$ cat src/rtl/addsub_pkg.sv
// Shared definitions for the add/subtract arbiter slice.
//   - arbiter FSM state encoding
//   - requester count
//   - adder mode encoding
package addsub_pkg;

  localparam logic [1:0] ST_IDLE = 2'd0;
  localparam logic [1:0] ST_EXEC = 2'd1;
  localparam logic [1:0] ST_RESP = 2'd2;

  localparam int unsigned N_REQ = 2;

  localparam logic OP_ADD = 1'b0;
  localparam logic OP_SUB = 1'b1;

  typedef enum logic [1:0] {
    StIdle = ST_IDLE,
    StExec = ST_EXEC,
    StResp = ST_RESP
  } state_e;

endpackage

$ cat src/rtl/four_bit_adder_subtractor.sv
// Four-bit ripple adder/subtractor (combinational).
// Ports:
//   a, b   : 4-bit operands
//   m      : mode, 0 = a + b, 1 = a - b (computed as a + ~b + 1)
//   sum    : 4-bit result, mod 16
//   carry  : carry-out; for subtract, 1 means no borrow
module four_bit_adder_subtractor (
  input  logic [3:0] a,
  input  logic [3:0] b,
  input  logic       m,
  output logic [3:0] sum,
  output logic       carry
);

  logic [3:0] b_eff;
  logic [4:0] c;

  assign b_eff = b ^ {4{m}};
  assign c[0]  = m;

  for (genvar i = 0; i < 4; i++) begin : g_fa
    assign sum[i]   = a[i] ^ b_eff[i] ^ c[i];
    assign c[i + 1] = (a[i] & b_eff[i]) | (c[i] & (a[i] ^ b_eff[i]));
  end

  assign carry = c[4];

endmodule

$ cat src/rtl/addsub_arbiter.sv
// Two-requester round-robin arbiter sharing one four_bit_adder_subtractor.
// One operation in flight: IDLE (grant/accept) -> EXEC (compute) -> RESP (return).
// Ports:
//   clk, rst            : clock, synchronous active-high reset
//   req_valid/req_ready : per-requester request handshake (ready is combinational)
//   req_a, req_b        : operands, nibble i belongs to requester i
//   req_m               : mode per requester, 0 = add, 1 = subtract
//   rsp_valid/rsp_ready : per-requester response handshake, one-hot or zero
//   rsp_sum/carry/ovf   : registered result, shared by both requesters
//   busy                : high in EXEC or RESP
module addsub_arbiter
  import addsub_pkg::*;
#(
  parameter bit RR_INIT = 1'b0
) (
  input  logic       clk,
  input  logic       rst,
  input  logic [1:0] req_valid,
  output logic [1:0] req_ready,
  input  logic [7:0] req_a,
  input  logic [7:0] req_b,
  input  logic [1:0] req_m,
  output logic [1:0] rsp_valid,
  input  logic [1:0] rsp_ready,
  output logic [3:0] rsp_sum,
  output logic       rsp_carry,
  output logic       rsp_ovf,
  output logic       busy
);

  state_e     state_q, state_d;
  logic       ptr_q;
  logic       owner_q;
  logic [3:0] a_q, b_q;
  logic       m_q;
  logic [3:0] sum_q;
  logic       carry_q, ovf_q;

  logic       gnt_idx;
  logic       accept;
  logic [3:0] add_sum;
  logic       add_carry;
  logic       ovf_d;

  four_bit_adder_subtractor u_addsub (
    .a     (a_q),
    .b     (b_q),
    .m     (m_q),
    .sum   (add_sum),
    .carry (add_carry)
  );

  // Overflow when the effective operands share a sign and the result's sign differs.
  assign ovf_d = (a_q[3] == (b_q[3] ^ m_q)) & (add_sum[3] != a_q[3]);

  always_comb begin
    gnt_idx   = ptr_q;
    accept    = 1'b0;
    req_ready = 2'b00;
    state_d   = state_q;

    unique case (req_valid)
      2'b01:   gnt_idx = 1'b0;
      2'b10:   gnt_idx = 1'b1;
      default: gnt_idx = ptr_q;
    endcase

    unique case (state_q)
      StIdle: begin
        if (|req_valid) begin
          accept    = 1'b1;
          req_ready = gnt_idx ? 2'b10 : 2'b01;
          state_d   = StExec;
        end
      end
      StExec: state_d = StResp;
      StResp: begin
        if (rsp_ready[owner_q]) state_d = StIdle;
      end
      default: state_d = StIdle;
    endcase
  end

  always_ff @(posedge clk) begin
    if (rst) begin
      state_q <= StIdle;
      ptr_q   <= RR_INIT;
      owner_q <= 1'b0;
      a_q     <= 4'd0;
      b_q     <= 4'd0;
      m_q     <= 1'b0;
      sum_q   <= 4'd0;
      carry_q <= 1'b0;
      ovf_q   <= 1'b0;
    end else begin
      state_q <= state_d;
      if (accept) begin
        a_q     <= gnt_idx ? req_a[7:4] : req_a[3:0];
        b_q     <= gnt_idx ? req_b[7:4] : req_b[3:0];
        m_q     <= req_m[gnt_idx];
        owner_q <= gnt_idx;
        ptr_q   <= ~gnt_idx;
      end
      if (state_q == StExec) begin
        sum_q   <= add_sum;
        carry_q <= add_carry;
        ovf_q   <= ovf_d;
      end
    end
  end

  assign rsp_valid = (state_q == StResp) ? (owner_q ? 2'b10 : 2'b01) : 2'b00;
  assign rsp_sum   = sum_q;
  assign rsp_carry = carry_q;
  assign rsp_ovf   = ovf_q;
  assign busy      = (state_q != StIdle);

endmodule

$ cat config.mk
export PLATFORM = sky130hd
export DESIGN_NAME = addsub_arbiter
export DESIGN_NICKNAME = d
export VERILOG_FILES = /design/src/rtl/addsub_pkg.sv /design/src/rtl/four_bit_adder_subtractor.sv /design/src/rtl/addsub_arbiter.sv
export SDC_FILE = /design/constraint.sdc
export NUM_CORES = 1
export LEC_CHECK = 0
export BUFFER_PORTS_ARGS = -buffer_cell sky130_fd_sc_hd__buf_2
export CORE_MARGIN = 1
export CORE_UTILIZATION = 51
export CTS_BUF_LIST = sky130_fd_sc_hd__clkbuf_4 sky130_fd_sc_hd__clkbuf_8
export DETAILED_ROUTE_END_ITERATION = 10
export GPL_ROUTABILITY_DRIVEN = 0
export PLACE_DENSITY = 0.78
export SLEW_MARGIN = 40
export SYNTH_ARGS = -nofsm -noshare
export SYNTH_HDL_FRONTEND = slang
export SYNTH_SLANG_ARGS = --single-unit
$ cat constraint.sdc
create_clock -name clk -period 3.58 [get_ports clk]
set_clock_uncertainty 0.15 [all_clocks]
set_input_delay 0.716 -clock clk [delete_from_list [all_inputs] [get_ports clk]]
set_output_delay 0.716 -clock clk [all_outputs]
set_load 0.01 [all_outputs]
==> impl_metrics.tcl, run 1 <==
set metrics [dict create \
    status "completed" \
    place_hpwl_mm 1.41 \
    arrival_ns 1.82 \
    crit_family "buffers and inverters" \
    synth-edff-count 0 \
    cp-start-kind "input port" \
    synth_top_family_by_area "simple AND/OR/NAND/NOR gates" \
    min_path_cells 2 \
    dp_cells 169 \
    finalWirelength_mm 1.87 \
    async_reset_ff_share_pct 0 \
    critical_path_class "input port to output port" \
    netlist.top_cell.by_area "dfxtp_1" \
    synth_area_leaders "dfxtp_1 (37%), a311oi_2 (13%), nand2_1 (9.7%)" \
    slew_headroom_pct 71.8 \
    r2r-end "rsp_ovf" \
    die_y_um 47.2 \
    die_x_um 47.2 \
    first_pass_iters 4 \
    switchingPower_uw 185 \
    max_freq_ghz 0.372 \
    cts_resized 0 \
    fin_util_pct 68.6 \
    clockRootBuffer "clkbuf_4" \
    crit_slowest_cell "ha_1" \
    report.final.slew_viol_count 0 \
    overflow 0 \
    vias 842 \
    synth-seq-cells 19 \
    nets 179 \
    cts_setup_buffers 0 \
    synth_compound_area_share_pct 17.3 \
    port_buffers 34 \
    grt_pass1_vias 765 \
    synth-simple-area-share_pct 22.6 \
    clock_latency_ns 0.30 \
    ir_drop_uv 321 \
    grt_pass1_wl_mm 3.22 \
    syn_inst 114 \
    swShare_pct 32.9 \
    seqPwrFrac_pct 46.7 \
    cts_buffer_depth 2 \
    fp.coreArea_um2 1820 \
    drt.antenna.violating_nets 0 \
    cts_sinks 19 \
    synth_commonest_cells "nand2_1 (27), dfxtp_1 (19), nor2_1 (14)" \
    setup-tns-final_ns 0 \
    yosysMostFrequentCell "nand2_1" \
    synth_top_area_share_pct 36.6 \
    p_per_area_nw_per_um2 450 \
    rsz0062_at_grt "no" \
    leakage_nw 0.583 \
    syn_to_final_growth_pct 20.1 \
    reg2reg_from "b_q[0]" \
    crit_fanout 11 \
    cp_num_buf_inv 5 \
    max_stage_delay_ns 0.31 \
    synth_area_per_cell_um2 9.12 \
    drv_cap 0 \
    fin_cells 173 \
    ios 35 \
    fin_crit_ns 2.69 \
    synth_cell_types 28 \
    synth_nets 144 \
    grt_util_all_layers_pct 21.3 \
    synth.area.mux_share_pct 4.09 \
    yosys_warnings 0 \
    cts.reportedPaths.clkPinSlew_ns 0.10 \
    hold_path_class "register to register" \
    start_util_pct 57.1 \
    tightest_slew_ns 0.422 \
    cts_tree "done" \
    routedWlPerCell_um 10.8 \
    finalHoldViolations 0 \
    pre_cts_ws_ns 0.885 \
    synth_ff_type "dfxtp_1" \
    pwr-share-clk_pct 20.7 \
    synth_seq_area_share_pct 36.6 \
    path_cells "buf_2, inv_1, ha_1, mux2i_1, buf_4, nand2_1, inv_1, buf_2" \
    hold_buffers 0 \
    cp.required_ns 2.71 \
    drtIter0Drc 5 \
    fin_ws_ns 0.894 \
    ff2ff_path_depth 9 \
    grt_max_degree 21 \
    synth_fa_ha_area_share_pct 9.39 \
    synthesis.area_um2 1040 \
    min_from "rsp_ovf" \
    numCtsBuffers 3 \
    setup_violations 0 \
    rows 15 \
    crit_path_end_kind "output port" \
    drcViolationCount 0 \
    drive_gt1_share_pct 37.8 \
    antenna_found_initial 0 \
    htree_levels 1 \
    routed_via_density 4.87 \
    hold_end "rsp_ovf" \
    fin_crit_sh_pct 75.0 \
    n_antenna_cell 0 \
    hold_ws_ns 0.304 \
    fp.dieArea_um2 2220 \
    p_comb_share_pct 32.6 \
    rrSetupSlack_ns 0.92 \
    intPower_uw 377 \
    synthXorXnorAreaFrac_pct 4.21 \
]
[worst reg2reg max path, cell delays in order, from the launching register on]
cell     delay (ns)
dfxtp_1        0.39
mux2_2         0.36
fa_1           0.37
inv_1          0.08
fa_1           0.16
inv_1          0.05
fa_1           0.47
xnor2_1        0.14
or3_1          0.30
a21oi_1        0.13
[power by group through the flow]
stage | clock network [mW] | logic (mW) | registers (mW)
after floorplan | 0 | 0.137 | 0.267
after global placement | 0 | 0.177 | 0.265
after detailed placement | 0 | 0.185 | 0.268
after CTS | 0.120 | 0.185 | 0.263
after global routing | 0.128 | 0.208 | 0.267
final | 0.117 | 0.183 | 0.262
[cells by family after synthesis]
logic type,after synthesis
AND/OR/NAND/NOR,51
flip-flops,19
AO/OA/AOI/OAI,17
buffers and inverters,12
adder cells (fa/ha/maj),6
XOR/XNOR,5
multiplexers,4
[through the flow]
step	total power [mW]	instance area, um^2
after floorplan	0.404	1040
after global placement	0.442	1220
after detailed placement	0.452	1220
after CTS	0.568	1250
after global routing	0.604	1250
final	0.562	1250
[cell type report]
class                      instances  area (um^2)
clock buffer                       4         30.0
tap                               25         31.3
timing repair buffer              36          185
multi-input combinational         83          599
sequential                        19          380
fill                             169          572
inverter                           6         22.5
[state kept, by name, summed over array words and instances (netlist names)]
register and cells:
m_q 1, state_q 2, rsp_ovf 1, b_q 4
owner_q 1, ptr_q 1, a_q 4, rsp_sum 4
rsp_carry 1
[placed cells by master (no fill, tap or decap)]
cell type	instances
nand2b_4	1
fa_1	3
and3b_2	1
nor3_2	1
nor3b_1	1
or3_1	1
a21oi_1	6
a311oi_2	9
mux2i_1	2
inv_1	6
buf_2	34
ha_1	3
or2_2	1
dfxtp_1	19
xnor2_1	3
nor2_1	14
mux2_2	2
xor2_1	2
nand2_1	27
a211oi_1	2
buf_4	2
clkbuf_4	4
or3_2	1
nor3_1	1
and2b_1	1
nand3b_1	1
[worst max-delay path by stage]
| stage | start | to | slack [ns] | cells after the start |
|---|---|---|---|---|
| final | req_valid[0] | req_ready[0] | 0.89 | 8 |
| after global routing | b_q[0] | rsp_ovf | 0.77 | 9 |
| after CTS | req_valid[0] | req_ready[0] | 0.88 | 8 |
| after detailed placement | req_valid[0] | req_ready[0] | 0.89 | 8 |
| after global placement | req_valid[0] | req_ready[0] | 0.96 | 8 |
| after floorplan | b_q[0] | rsp_ovf | 1.06 | 9 |
[metal layers]
layer / track usage, % / share of wire [%]
met5: 0 / 0
met3: 6.15 / 5.4
met1: 25.2 / 44
met4: 10.3 / 2.2
met2: 35.3 / 49
(Power assumes the default switching activity.)
==> run 2, diff against run 1 <==
Clock period 3.58 ns to 2.8 ns, I/O delays scaled along.
==> run 2 against run 1 <==
Cell area grew 0.10%. Routed wire length is 2.4% lower. Sequential power rose by 28%. Cell count unchanged. Critical path depth is 1 higher. Critical path type is now register to register. Via count is 1.2% higher.
==> impl_metrics.tcl, run 2 (synthesized netlist as in run 1, its figures left out) <==
set metrics [dict create \
    rsz0062_at_grt "no" \
    finalPower_uw 716 \
    first_pass_iters 4 \
    rows 15 \
    n_antenna_cell 0 \
    finish.instance_area_um2 1250 \
    slew_headroom_pct 71.6 \
    grt_pass1_wl_mm 3.02 \
    setup_violations 0 \
    cts_setup_buffers 0 \
    grt_max_degree 20 \
    status "completed" \
    cts_tree "done" \
    grt_pass1_vias 752 \
    start_util_pct 57.1 \
    min_path_cells 2 \
    max_freq_ghz 0.378 \
    drtIter0Drc 12 \
    ir_drop_uv 297 \
    hold_buffers 0 \
    final_cell_mix "buf_2 (34), nand2_1 (27), dfxtp_1 (18), nor2_1 (14), a311oi_2 (9)" \
    rrSetupSlack_ns 0.15 \
    r2r-end "rsp_ovf" \
    routed_via_density 4.92 \
    place_hpwl_mm 1.44 \
    cts_sinks 19 \
    numCtsBuffers 3 \
    die_x_um 47.2 \
    leakage_nw 0.583 \
    hold_end "rsp_carry" \
    finalHoldViolations 0 \
    arrival_ns 2.73 \
    clock_latency_ns 0.30 \
    fp.dieArea_um2 2220 \
    tightest_slew_ns 0.426 \
    drv_cap 0 \
    reg2reg_from "b_q[0]" \
    p_per_area_nw_per_um2 573 \
    drt.antenna.violating_nets 0 \
    clockRootBuffer "clkbuf_4" \
    grt_util_all_layers_pct 19.7 \
    crit_path_end_kind "register" \
    fp.coreArea_um2 1820 \
    port_buffers 34 \
    ios 35 \
    antenna_found_initial 0 \
    cts.reportedPaths.clkPinSlew_ns 0.10 \
    hold_path_class "register to register" \
    overflow 0 \
    nets 179 \
    fin_crit_ns 2.65 \
    setup-tns-final_ns 0 \
    fin_crit_sh_pct 94.5 \
    die_y_um 47.2 \
    vias 852 \
    cp.required_ns 2.88 \
    routedWlPerCell_um 10.5 \
    cp-start-kind "register" \
    drive_gt1_share_pct 38.5 \
    ff2ff_path_depth 9 \
    cts_buffer_depth 2 \
    crit_fanout 3 \
    finalWirelength_mm 1.83 \
    critical_path_class "register to register" \
    fin_util_pct 68.7 \
    syn_to_final_growth_pct 20.2 \
    layout_commonest_cell "buf_2" \
    htree_levels 1 \
    drcViolationCount 0 \
    min_from "rsp_carry" \
    dpl-instance-area_um2 1220 \
    report.final.slew_viol_count 0 \
]
==> run 2: cell counts in the layout (fill, tap and decap cells not counted) <==
Identical to the previous run, type by type.
==> run 2: through the flow <==
| step | worst slack (ns) | hold slack (ns) | std cells |
|---|---|---|---|
| floorplan | 0.283 | 0.296 | 114 |
| global placement | 0.245 | 0.289 | 169 |
| detailed placement | 0.125 | 0.294 | 169 |
| CTS | 0.112 | 0.309 | 173 |
| global route | 0.0253 | 0.325 | 173 |
| finish | 0.154 | 0.306 | 173 |
==> run 2: worst max path at each step <==
| stage | to | from |
|---|---|---|
| 2_1_floorplan | rsp_ovf | b_q[0] |
| 3_3_place_gp | rsp_ovf | b_q[0] |
| 3_5_place_dp | rsp_ovf | b_q[0] |
| 4_1_cts | rsp_ovf | b_q[0] |
| 5_1_grt | rsp_ovf | b_q[0] |
| 6_report | rsp_ovf | b_q[0] |
==> run 2: final cells by class <==
type	instances	area (um^2)
clock buffers	4	30.0
fillers	165	571
inverters	6	22.5
multi-input cells	83	599
flip-flops and latches	19	382
well taps	25	31.3
repair buffers	36	185
==> run 2: layer usage <==
metal  global-route usage [%]  vias to the layer above  share of wire [%]
li1                         -                      448                  -
met3                     3.46                        4                3.3
met5                        0                        -                  0
met4                     10.9                        0                1.9
met2                     32.8                       23                 48
met1                     24.2                      377                 47
==> run 2: worst max-delay path, stage by stage (launching register included) <==
cell,delay (ns)
dfxtp_2,0.36
mux2_2,0.35
fa_1,0.37
inv_1,0.08
fa_1,0.17
inv_1,0.06
fa_1,0.47
xnor2_1,0.14
or3_1,0.30
a21oi_1,0.15
==> run 2: repair_timing <==
item                       in CTS  in global routing
setup endpoints to repair       0                  1
hold endpoints to repair        0                  0
gates resized for setup         0                  1
==> run 2: report_power, final <==
group / internal [mW] / switching [mW]
sequential: 0.305 / 0.0294
clock: 0.0652 / 0.0825
combinational: 0.112 / 0.122
total: 0.482 / 0.234
==> run 3, diff against run 2 <==
Settings changed: CORE_UTILIZATION 51 to 32, PLACE_DENSITY 0.78 to 0.52.
==> run 3 against run 2 <==
Power is 1.3% lower. Critical path depth stayed put. Routed wire length is 3.1% higher. Worst setup slack better by 0.011 ns. Core utilization is 27 points lower. Clock-buffer cell count is 1 lower. Fmax is 0.43% higher. Global-route usage is 7.6 points lower. Die area is 57% higher. First-iteration DRC count is 17% higher. Clock power is 6% lower. Critical endpoint unchanged. Largest power group unchanged.
==> impl_metrics.tcl, run 3 (synthesized netlist as in run 1, its figures left out) <==
set metrics [dict create \
    status "completed" \
    fin_crit_ns 2.64 \
    grt_max_degree 20 \
    clock_latency_ns 0.29 \
    place_hpwl_mm 1.45 \
    overflow 0 \
    crit_path_end_kind "register" \
    rrSetupSlack_ns 0.16 \
    switchingPower_uw 237 \
    drtIter0Drc 14 \
    cts_sinks 19 \
    start_util_pct 33.8 \
    ir_drop_uv 192 \
    layout_commonest_cell "buf_2" \
    pre_cts_ws_ns 0.167 \
    crit_start "b_q[0]" \
    die_x_um 59 \
    crit_top_cell "fa_1" \
    crit_fanout 3 \
    grt_util_all_layers_pct 12.1 \
    finalWirelength_mm 1.88 \
    report.final.slew_viol_count 0 \
    intPower_uw 470 \
    fin_ws_ns 0.165 \
    rsz0062_at_grt "no" \
    finalHoldViolations 0 \
    critPathCapture "rsp_ovf" \
    numCtsBuffers 3 \
    cts_setup_buffers 0 \
    p_comb_share_pct 33.2 \
    syn_to_final_growth_pct 22.1 \
    max_freq_ghz 0.380 \
    path_cells "mux2_2, fa_1, inv_1, fa_1, inv_1, fa_1, xnor2_1, or3_1, a21oi_1" \
    cts_buffer_depth 2 \
    r2r-end "rsp_ovf" \
    clockRootBuffer "clkbuf_4" \
    final_cell_mix "buf_2 (34), nand2_1 (27), dfxtp_1 (19), nor2_1 (14), a311oi_2 (9)" \
    p_per_area_nw_per_um2 557 \
    setup-tns-final_ns 0 \
    cp_num_buf_inv 2 \
    die_y_um 59 \
    rows 20 \
    arrival_ns 2.72 \
    cp.depth 9 \
    fp.coreArea_um2 3080 \
    hold_path_class "register to register" \
    drv_cap 0 \
    drt.antenna.violating_nets 0 \
    max_stage_delay_ns 0.47 \
    port_buffers 34 \
    ff2ff_path_depth 9 \
    fin_crit_sh_pct 94.1 \
    grt_pass1_vias 719 \
    first_pass_iters 2 \
    crit_slowest_cell "fa_1" \
    pwr-share-clk_pct 19.6 \
    routedWlPerCell_um 9.80 \
    vias 816 \
    slew_headroom_pct 70.3 \
    fp.dieArea_um2 3480 \
    leakage_nw 0.582 \
    antenna_found_initial 0 \
    tightest_slew_ns 0.446 \
    crit_family "adder cells" \
    cts_tree "done" \
    fin_util_pct 41.3 \
    n_antenna_cell 0 \
    hold_buffers 0 \
    min_path_cells 2 \
    cts.reportedPaths.clkPinSlew_ns 0.11 \
    routed_via_density 4.25 \
    cp-start-kind "register" \
    swShare_pct 33.5 \
    drive_gt1_share_pct 37.8 \
    setup_violations 0 \
    htree_levels 1 \
    reg2reg_from "b_q[0]" \
    nets 179 \
    cp.required_ns 2.89 \
    critical_path_class "register to register" \
    seqPwrFrac_pct 47.2 \
    cts_resized 0 \
    ios 35 \
    grt_pass1_wl_mm 3.15 \
    drcViolationCount 0 \
]
-- run 3: layer usage --
layer / routed length (um) / up-vias / track usage [%]
li1: - / 451 / -
met1: 1020 / 335 / 16.1
met2: 751 / 28 / 18.5
met3: 99 / 2 / 3.28
met4: 8 / 0 / 5.10
met5: 0 / - / 0
-- run 3: final cells by class --
| type | count | area, um^2 |
|---|---|---|
| Timing Repair Buffer | 36 | 185 |
| Multi-Input combinational cell | 83 | 599 |
| Inverter | 6 | 22.5 |
| Clock buffer | 3 | 22.5 |
| Tap cell | 44 | 55.1 |
| Fill cell | 338 | 1810 |
| Sequential cell | 19 | 380 |
| Clock inverter | 1 | 5.00 |
-- run 3: how the worst min path moves through the flow --
| stage | startpoint | end |
|---|---|---|
| after floorplan | ptr_q | ptr_q |
| after global placement | rsp_carry | rsp_carry |
| after detailed placement | rsp_sum[1] | rsp_sum[1] |
| after CTS | rsp_sum[1] | rsp_sum[1] |
| after global routing | rsp_ovf | rsp_ovf |
| final | rsp_sum[1] | rsp_sum[1] |
-- run 3: worst min-delay path: cells and delay by family, from the launching register on --
family | cells | cell delay [ns]
DFF | 1 | 0.32
AOI/OAI and AO/OA | 1 | 0.05
and+or+nand+nor | 1 | 0.05
-- run 3: power groups by stage --
stage,sequential [mW],combinational (mW),clock [mW]
global route,0.340,0.268,0.156
CTS,0.335,0.239,0.148
detailed placement,0.341,0.237,0
global placement,0.340,0.233,0
floorplan,0.341,0.175,0
finish,0.334,0.234,0.139
-- run 3: per-stage QoR --
| step | hold WS, ns | total power [mW] | instances | instance area [um^2] |
|---|---|---|---|---|
| 5_1_grt | 0.338 | 0.764 | 192 | 1270 |
| 6_report | 0.307 | 0.707 | 192 | 1270 |
| 3_5_place_dp | 0.296 | 0.579 | 188 | 1240 |
| 2_1_floorplan | 0.296 | 0.516 | 114 | 1040 |
| 3_3_place_gp | 0.292 | 0.574 | 188 | 1240 |
| 4_1_cts | 0.313 | 0.722 | 192 | 1270 |
